[src/rtl/modulus_game_ctrl.sv]
// Modulus quiz game controller: issues dividend/divisor problems, scores keypad
// answers, and drains health over time at a rate that speeds up with level.
module modulus_game_ctrl #(
    parameter int unsigned DIV_W       = 7,
    parameter int unsigned HEALTH_MAX  = 99,
    parameter int unsigned RATE_INIT   = 36000000,
    parameter int unsigned RATE_STEP   = 3000000,
    parameter int unsigned RATE_MIN    = 6000000,
    parameter int unsigned LEVEL_EVERY = 5,
    parameter int unsigned REWARD      = 3,
    parameter int unsigned PENALTY     = 5
) (
    input  logic             clk,
    input  logic             reset,
    input  logic             check_n,
    input  logic [3:0]       answer,
    input  logic [DIV_W-1:0] rand_dividend,
    input  logic [3:0]       rand_divisor,
    output logic [DIV_W-1:0] dividend,
    output logic [3:0]       divisor,
    output logic [6:0]       health,
    output logic [3:0]       level,
    output logic [9:0]       score,
    output logic [1:0]       state,
    output logic             game_over,
    output logic             correct_pulse,
    output logic             wrong_pulse
);

    localparam int unsigned RATE_W   = $clog2(RATE_INIT + 1);
    localparam int unsigned CMP_W    = (DIV_W > 4) ? DIV_W : 4;
    localparam int unsigned STREAK_W = $clog2(LEVEL_EVERY + 1);
    localparam logic signed [9:0] HMAX_S    = 10'(HEALTH_MAX);
    localparam logic signed [9:0] REWARD_S  = 10'(REWARD);
    localparam logic signed [9:0] PENALTY_S = 10'(PENALTY);

    typedef enum logic [1:0] {
        IDLE = 2'd0,
        GEN  = 2'd1,
        WAIT = 2'd2,
        OVER = 2'd3
    } state_t;

    state_t              state_q, state_d;
    logic                btn_q, btn_d;
    logic [DIV_W-1:0]    dividend_q, dividend_d;
    logic [3:0]          divisor_q, divisor_d;
    logic [6:0]          health_q, health_d;
    logic [3:0]          level_q, level_d;
    logic [9:0]          score_q, score_d;
    logic [STREAK_W-1:0] streak_q, streak_d;
    logic [RATE_W-1:0]   rate_q, rate_d;
    logic [RATE_W-1:0]   cnt_q, cnt_d;
    logic                correct_q, correct_d;
    logic                wrong_q, wrong_d;

    logic                press_c;
    logic                answer_ok_c;
    logic                tick_c;
    logic [CMP_W-1:0]    rem_c;
    logic signed [9:0]   h_net_c;

    always_comb begin
        state_d    = state_q;
        btn_d      = check_n;
        dividend_d = dividend_q;
        divisor_d  = divisor_q;
        health_d   = health_q;
        level_d    = level_q;
        score_d    = score_q;
        streak_d   = streak_q;
        rate_d     = rate_q;
        cnt_d      = cnt_q;
        correct_d  = 1'b0;
        wrong_d    = 1'b0;

        press_c     = btn_q & ~check_n;
        rem_c       = CMP_W'(dividend_q) % CMP_W'(divisor_q);
        answer_ok_c = (CMP_W'(answer) == rem_c);
        tick_c      = (cnt_q == rate_q - RATE_W'(1));
        h_net_c     = $signed({3'b000, health_q});

        case (state_q)
            IDLE: begin
                if (press_c) state_d = GEN;
            end
            GEN: begin
                dividend_d = rand_dividend;
                divisor_d  = (rand_divisor >= 4'd2 && rand_divisor <= 4'd9)
                           ? rand_divisor : {1'b0, rand_divisor[2:0]} + 4'd2;
                cnt_d      = '0;
                state_d    = WAIT;
            end
            WAIT: begin
                cnt_d = tick_c ? '0 : cnt_q + RATE_W'(1);
                if (tick_c) h_net_c = h_net_c - 10'sd1;
                if (press_c && answer_ok_c) begin
                    h_net_c   = h_net_c + REWARD_S;
                    correct_d = 1'b1;
                    score_d   = (score_q == 10'd999) ? score_q : score_q + 10'd1;
                    if (streak_q == STREAK_W'(LEVEL_EVERY - 1)) begin
                        streak_d = '0;
                        level_d  = (level_q == 4'd15) ? level_q : level_q + 4'd1;
                        rate_d   = (32'(rate_q) >= RATE_MIN + RATE_STEP)
                                 ? rate_q - RATE_W'(RATE_STEP) : RATE_W'(RATE_MIN);
                    end else begin
                        streak_d = streak_q + STREAK_W'(1);
                    end
                end else if (press_c) begin
                    h_net_c  = h_net_c - PENALTY_S;
                    wrong_d  = 1'b1;
                    streak_d = '0;
                end
                // Saturation is applied once to the combined decay/reward/penalty
                if (h_net_c < 10'sd0)       health_d = 7'd0;
                else if (h_net_c > HMAX_S)  health_d = 7'(HEALTH_MAX);
                else                        health_d = 7'(h_net_c);
                if (health_d == 7'd0) begin
                    state_d = OVER;
                end else if (press_c && answer_ok_c) begin
                    state_d = GEN;
                    cnt_d   = '0;
                end
            end
            OVER: begin
                if (press_c) begin
                    state_d  = GEN;
                    health_d = 7'(HEALTH_MAX);
                    score_d  = '0;
                    level_d  = '0;
                    streak_d = '0;
                    rate_d   = RATE_W'(RATE_INIT);
                    cnt_d    = '0;
                end
            end
        endcase
    end

    always_ff @(posedge clk) begin
        if (reset) begin
            state_q    <= IDLE;
            btn_q      <= 1'b1;
            dividend_q <= '0;
            divisor_q  <= 4'd2;
            health_q   <= 7'(HEALTH_MAX);
            level_q    <= '0;
            score_q    <= '0;
            streak_q   <= '0;
            rate_q     <= RATE_W'(RATE_INIT);
            cnt_q      <= '0;
            correct_q  <= 1'b0;
            wrong_q    <= 1'b0;
        end else begin
            state_q    <= state_d;
            btn_q      <= btn_d;
            dividend_q <= dividend_d;
            divisor_q  <= divisor_d;
            health_q   <= health_d;
            level_q    <= level_d;
            score_q    <= score_d;
            streak_q   <= streak_d;
            rate_q     <= rate_d;
            cnt_q      <= cnt_d;
            correct_q  <= correct_d;
            wrong_q    <= wrong_d;
        end
    end

    assign dividend      = dividend_q;
    assign divisor       = divisor_q;
    assign health        = health_q;
    assign level         = level_q;
    assign score         = score_q;
    assign state         = state_q;
    assign game_over     = (state_q == OVER);
    assign correct_pulse = correct_q;
    assign wrong_pulse   = wrong_q;

endmodule

[config.mk]
export PLATFORM = sky130hd
export DESIGN_NAME = modulus_game_ctrl
export DESIGN_NICKNAME = d
export VERILOG_FILES = /design/src/rtl/modulus_game_ctrl.sv
export SDC_FILE = /design/constraint.sdc
export NUM_CORES = 1
export LEC_CHECK = 0
export ABC_AREA = 1
export CAP_MARGIN = 0
export CORE_MARGIN = 8
export CORE_UTILIZATION = 40
export DETAILED_ROUTE_END_ITERATION = 12
export GPL_TIMING_DRIVEN = 0
export PLACE_DENSITY = 0.63
export RECOVER_POWER = 50
export SYNTH_ARGS = -nofsm -noshare
export SYNTH_HDL_FRONTEND = slang
export SYNTH_SLANG_ARGS = --single-unit
export TNS_END_PERCENT = 30
[constraint.sdc]
create_clock -name clk -period 11.35 [get_ports clk]
set_clock_uncertainty 0.05 [all_clocks]
set_input_delay 1.7025 -clock clk [delete_from_list [all_inputs] [get_ports clk]]
set_output_delay 1.7025 -clock clk [all_outputs]
set_load 0.05 [all_outputs]
; After elaboration in Yosys (flattened, before gate mapping)
; Index checks and enable logic that the tools add are counted.
[word_totals]
mem_bits_rw = 0
input_bits = 18
latchBits = 0
regBits = 92
out_inout_bits = 37
rom_bits = 0
mem_count = 0
[classes]
reduce_logical = 15
bitwise_logic = 3
add_sub_neg = 10
n_eq_ne = 15
n_mul = 0
div_mod_pow = 1
mux = 40
n_shift = 0
n_lt_le_gt_ge = 5
[op_table]
columns = op, n
row1 = 2-to-1 mux 26 bit, 8
row2 = 2-to-1 mux 10 bit, 8
row3 = one-hot mux 26 bit (3 select lines), 1
row4 = one-hot mux 26 bit (2 select lines), 1
row5 = 2-to-1 mux 7 bit, 4
row6 = adder 26 x 1 -> 26 bit (second input constant), 1
row7 = equality test 26 bit, 1
row8 = greater-or-equal comparator 26 x 24 -> 1 bit (second input constant), 1
row9 = subtractor 26 x 1 -> 26 bit (second input constant), 1
row10 = subtractor 26 x 22 -> 26 bit (second input constant), 1
row11 = 2-to-1 mux 4 bit, 5
row12 = one-hot mux 10 bit (2 select lines), 1
row13 = one-hot mux 7 bit (2 select lines), 1
row14 = adder 10 x 1 -> 10 bit (second input constant), 1
row15 = adder 10 x 3 -> 10 bit (second input constant), 1
row16 = equality test 10 bit (second input constant), 1
row17 = greater-than comparator 10 x 8 -> 1 bit (second input constant), 1
row18 = less-than comparator 10 x 1 -> 1 bit (second input constant), 1
row19 = subtractor 10 x 4 -> 10 bit (second input constant), 1
row20 = 2-to-1 mux 3 bit, 3
row21 = != test 2 bit (second input constant), 4
row22 = one-hot mux 4 bit (2 select lines), 1
row23 = AND reduction 4 bit, 2
row24 = subtractor 7 x 1 -> 8 bit (second input constant), 1
row25 = other kinds (28), 38

; Longest topological paths before layout
[logic_depth]
word_depth = 15
mapped_depth = 79
depth_no_buf = 79

; Worst setup path before layout
; OpenSTA, ideal clock, no wires.
[synth_path]
path_kind = reg2reg
startpoint = reg divisor_q[0], in the netlist divisor[0]
endpoint = reg cnt_q[13]
setup_slack_ns = 2.083
setup_time_ns = 0.066
required_time_ns = 11.234
synth_period_minus_slack_ns = 9.267
stages_incl_launch_ff = 73
n_path_buf = 1
t_arrival_ns = 9.151
path_cell_list = dfxtp_1 -> inv_1 -> ha_1 -> nand3_1 -> nand2_1 -> inv_1 -> ha_1 -> o21ai_1 -> nand2_1 -> nand2_1 -> nand2_1 -> nand2_1 -> inv_1 -> ha_1 -> nand2_1 -> nor2_1 -> nand2_1 -> nand2_1 -> [... 37 more ...] -> nor2_8 -> nand2_4 -> nand2_1 -> nand2_1 -> nand2_1 -> nand2_1 -> nor2_4 -> nand3_4 -> inv_2 -> nand3_1 -> nand2_1 -> nand3_1 -> o21bai_2 -> nand3_2 -> nand2_4 -> buf_8 -> nand3_1 -> a21oi_2
[synth_via]
elab_chain_len = 12
word_cells_on_any_way = 14
cone_classes = div (1) / order compare (2) / eq/ne (1) / mux (8) / reduce/logical (2)
[synth_rtl]
columns = item, line_no
row1 = from (decl), 47  ; logic [3:0] divisor_q, divisor_d;
row2 = from (signal assigned), 157  ; divisor_q <= divisor_d;
row3 = remainder unit 7 x 4 -> 7 bit (*), 78  ; rem_c = CMP_W'(dividend_q) % CMP_W'(divisor_q);
row4 = equality test 4 x 7 -> 1 bit (*), 79  ; answer_ok_c = (CMP_W'(answer) == rem_c);
row5 = logical AND 1 bit (*), "97, 120"
row6 = 2-to-1 mux 10 bit, 97  ; if (press_c && answer_ok_c) begin
row7 = 2-to-1 mux 10 bit, 83  ; case (state_q)
row8 = greater-than comparator 10 x 8 -> 1 bit, 116  ; else if (h_net_c > HMAX_S) health_d = 7'(HEALTH_MAX);
row9 = 2-to-1 mux 7 bit, 116
row10 = 2-to-1 mux 7 bit, 115  ; if (h_net_c < 10'sd0) health_d = 7'd0;
row11 = 2-to-1 mux 7 bit, 83
row12 = zero test 7 bit, 118  ; if (health_d == 7'd0) begin
row13 = 2-to-1 mux 26 bit (*), 118
row14 = one-hot mux 26 bit (3 select lines) (*), 83
row15 = to (signal assigned), 163  ; cnt_q <= cnt_d;
row16 = to (decl), 53  ; logic [RATE_W-1:0] cnt_q, cnt_d;
; Every way passes the cells marked *; elsewhere a longest branch is shown, timed or not. The select of a mux whose other input is x is not followed.
; A chain may end at the register's enable or synchronous reset.

; Final worst setup path
[layout_path]
startpoint = reg divisor_q[0], in the netlist divisor[0]
endpoint = reg cnt_q[22]
; The elaborated chain is that of the path after synthesis.

==> impl_metrics.env <==
export IMPL_fillers=2144
export IMPL_crit_slowest_cell="dfxtp_1"
export IMPL_critPathLaunchType="flop"
export IMPL_finalMaxSlewViolations=0
export IMPL_vias=8176
export IMPL_ys_top_cells_by_area="dfxtp_1 21%, nand2_1 12%, inv_1 7.0%"
export IMPL_dr_wl_met3_um=949
export IMPL_area_growth_pct=14.9
export IMPL_drt_first_iter_violations=432
export IMPL_synthCells=1261
export IMPL_grt_max_degree=18
export IMPL_synth_commonest_cells="252 x nand2_1, 151 x inv_1, 133 x nor2_1, 109 x nand3_1, 86 x dfxtp_1"
export IMPL_cts_resized=0
export IMPL_yosysMostFrequentCell="nand2_1"
export IMPL_row_count=52
export IMPL_cp_data_arrival_time_ps=10430
export IMPL_tightest_slew_ps=780
export IMPL_wl_met1_mm=10.7
export IMPL_first_pass_iters=5
export IMPL_max_slew_margin_rel_pct=47.5
export IMPL_fin_crit_sh_pct=90.0
export IMPL_worstPathBufferInverterCount=10
export IMPL_ys_seq_area_share_pct=21.2
export IMPL_hold_buffers=0
export IMPL_cts_tree="done"
export IMPL_cts_made_buffers=9
export IMPL_synth_distinct_cells=64
export IMPL_rsz0062_at_grt="no"
export IMPL_drcViolationCount=0
export IMPL_route_top_layer_used="met4"
export IMPL_crit_path_end="cnt_q[22]"
export IMPL_die_y_um=158
export IMPL_rr_worst_depth=72
export IMPL_r2r_slack_ps=1140
export IMPL_postSynthAreaPerCell_um2=6.43
export IMPL_r2r_end="cnt_q[22]"
export IMPL_drv_cap=0
export IMPL_final_nets=1384
export IMPL_layout_min_cycle_time_ps=10210
export IMPL_setup_tns_ps=0
export IMPL_root_buffer="clkbuf_16"
export IMPL_clock_tree_buffer_depth=2
export IMPL_min_path_type="flop to flop"
export IMPL_cp_data_required_time_ps=11570
export IMPL_ant_nets=0
export IMPL_hold_ws_ps=453
export IMPL_die_x_um=158
export IMPL_grt_pass1_vias=7610
export IMPL_crit_type="flop to flop"
export IMPL_synth_nets=1319
export IMPL_ys_warn_count=0
export IMPL_status="completed"
export IMPL_r2r_start="divisor[0]"
export IMPL_worst_skew_pair_late_latency_ps=360
export IMPL_endpoint_kind="flop"
export IMPL_boundaryPins=55
export IMPL_antenna_found_initial=0
export IMPL_dieArea_mm2=0.0251
export IMPL_drive_above_1_share_pct=9.69
export IMPL_synthFlopType="dfxtp_1"
export IMPL_max_freq_mhz=97.9
export IMPL_diodes=0
export IMPL_dpl_hpwl_mm=17.4
export IMPL_cts_max_level=3
export IMPL_core_area_mm2=0.0200
export IMPL_setup_viol=0
export IMPL_path_depth=72
export IMPL_post_cts_repair_setup_buffers=0
export IMPL_ys_async_sr_fraction_pct=0
export IMPL_path_common_cell="nand2_1"
export IMPL_synth_top_cell_area_share_pct=21.2
export IMPL_ys_ff_latch=86
export IMPL_clk_pin_slew_worst_paths_ps=70
export IMPL_io_buffers=54
export IMPL_wl_met2_mm=10.2
export IMPL_crit_start="divisor[0]"
export IMPL_yosysTopAreaCell="dfxtp_1"
export IMPL_crit_path_max_fanout=10
export IMPL_syn_area_mm2=0.00811
export IMPL_wl_per_cell_um=13.8
export IMPL_grt_usage_pct=17.9
export IMPL_globalRouteOverflowTotal=0
export IMPL_hold_violations=0
export IMPL_via_per_inst=5.11
export IMPL_cts_sinks=86
export IMPL_place_gp_congestion=0.910
export IMPL_synth_edf_count=0
export IMPL_grt_first_pass_wirelength_mm=36.6
export IMPL_wl_mm=22.1
export IMPL_initial_core_util_pct=40.5
export IMPL_crit_family="simple AND/OR/NAND/NOR gates"
export IMPL_slowest_delay_ps=390
[metrics by stage]
stage                     cell area, um2  setup slack [ps]  utilization, %  std cells
after detailed placement            8990              1150            44.9       1585
after global routing                9320              11.3            46.5       1601
after global placement              8990              1230            44.9       1585
final                               9320              1140            46.5       1601
after floorplan                     8110              2080               -       1261
after CTS                           9330              1100            46.5       1601
[worst register-to-register path: cells and delay by family, from the launching register on]
family                     cells  cell delay (ps)
buffers and inverters         10             1000
AOI/OAI and AO/OA             12             2010
adders and majority gates      7             2110
and+or+nand+nor               43             4590
DFF                            1              390
[worst min-delay path by stage]
stage	depth (start not counted)	slack (ps)	end	startpoint
6_report	2	450	score[8]	score[8]
5_1_grt	1	470	score[9]	score[9]
4_1_cts	2	450	streak_q[2]	streak_q[2]
3_5_place_dp	1	440	score[9]	score[9]
3_3_place_gp	2	420	cnt_q[1]	cnt_q[1]
2_1_floorplan	2	410	streak_q[0]	streak_q[0]
[flip-flops by register name, summed over array words and instances, names as in the netlist]
signal,cells
correct_pulse,1
state,2
streak_q,3
dividend,7
level,4
cnt_q,26
score,10
btn_q,1
divisor,4
health,7
wrong_pulse,1
rate_q,20
[layer usage]
layer  GRT usage, %  up-vias
li1               -     4258
met1           23.3     3753
met2           30.0      140
met3           3.04       25
met4           4.54        0
met5              0        -
[final cells by class]
type                       count  area (um2)  share of cell area, %
sequential                    86        1720                   18.5
buffer                        40         241                   2.59
tap                          270         338                   3.62
clock inverter                 7         111                   1.19
clock buffer                   9         225                   2.42
multi-input combinational    966        5500                   59.0
inverter                     169         644                   6.91
timing repair buffer          54         541                   5.80
[placed cells by master, fill, tap and decap left out, types with 4 or more instances in the layout]
master / instances
a21oi_1: 78
a21oi_2: 4
buf_2: 5
buf_4: 4
clkbuf_1: 21
clkbuf_16: 9
clkdlybuf4s50_1: 15
dfxtp_1: 86
dlygate4sd3_1: 39
ha_1: 39
inv_1: 151
inv_2: 12
nand2_1: 253
nand2_2: 17
nand2_4: 6
nand3_1: 109
nand3_2: 16
nand3b_1: 6
nand4_1: 22
nor2_1: 133
nor2_2: 5
nor2_4: 7
nor3_1: 34
nor3b_1: 8
nor4_1: 8
o211ai_1: 13
o21ai_0: 61
o21ai_1: 14
o31ai_1: 4
or2_2: 8
xnor2_1: 17
xor2_1: 59
[logic make-up after synthesis]
logic type	share of synthesized area, %
adder cells (fa/ha/maj)	6.26
AO/OA/AOI/OAI	13.7
XOR/XNOR	8.61
flip-flops	21.2
buffers and inverters	10.9
AND/OR/NAND/NOR	39.3
Power is not shown: default switching activity piles up to over one toggle a cycle in this logic, so the estimate is an artifact.
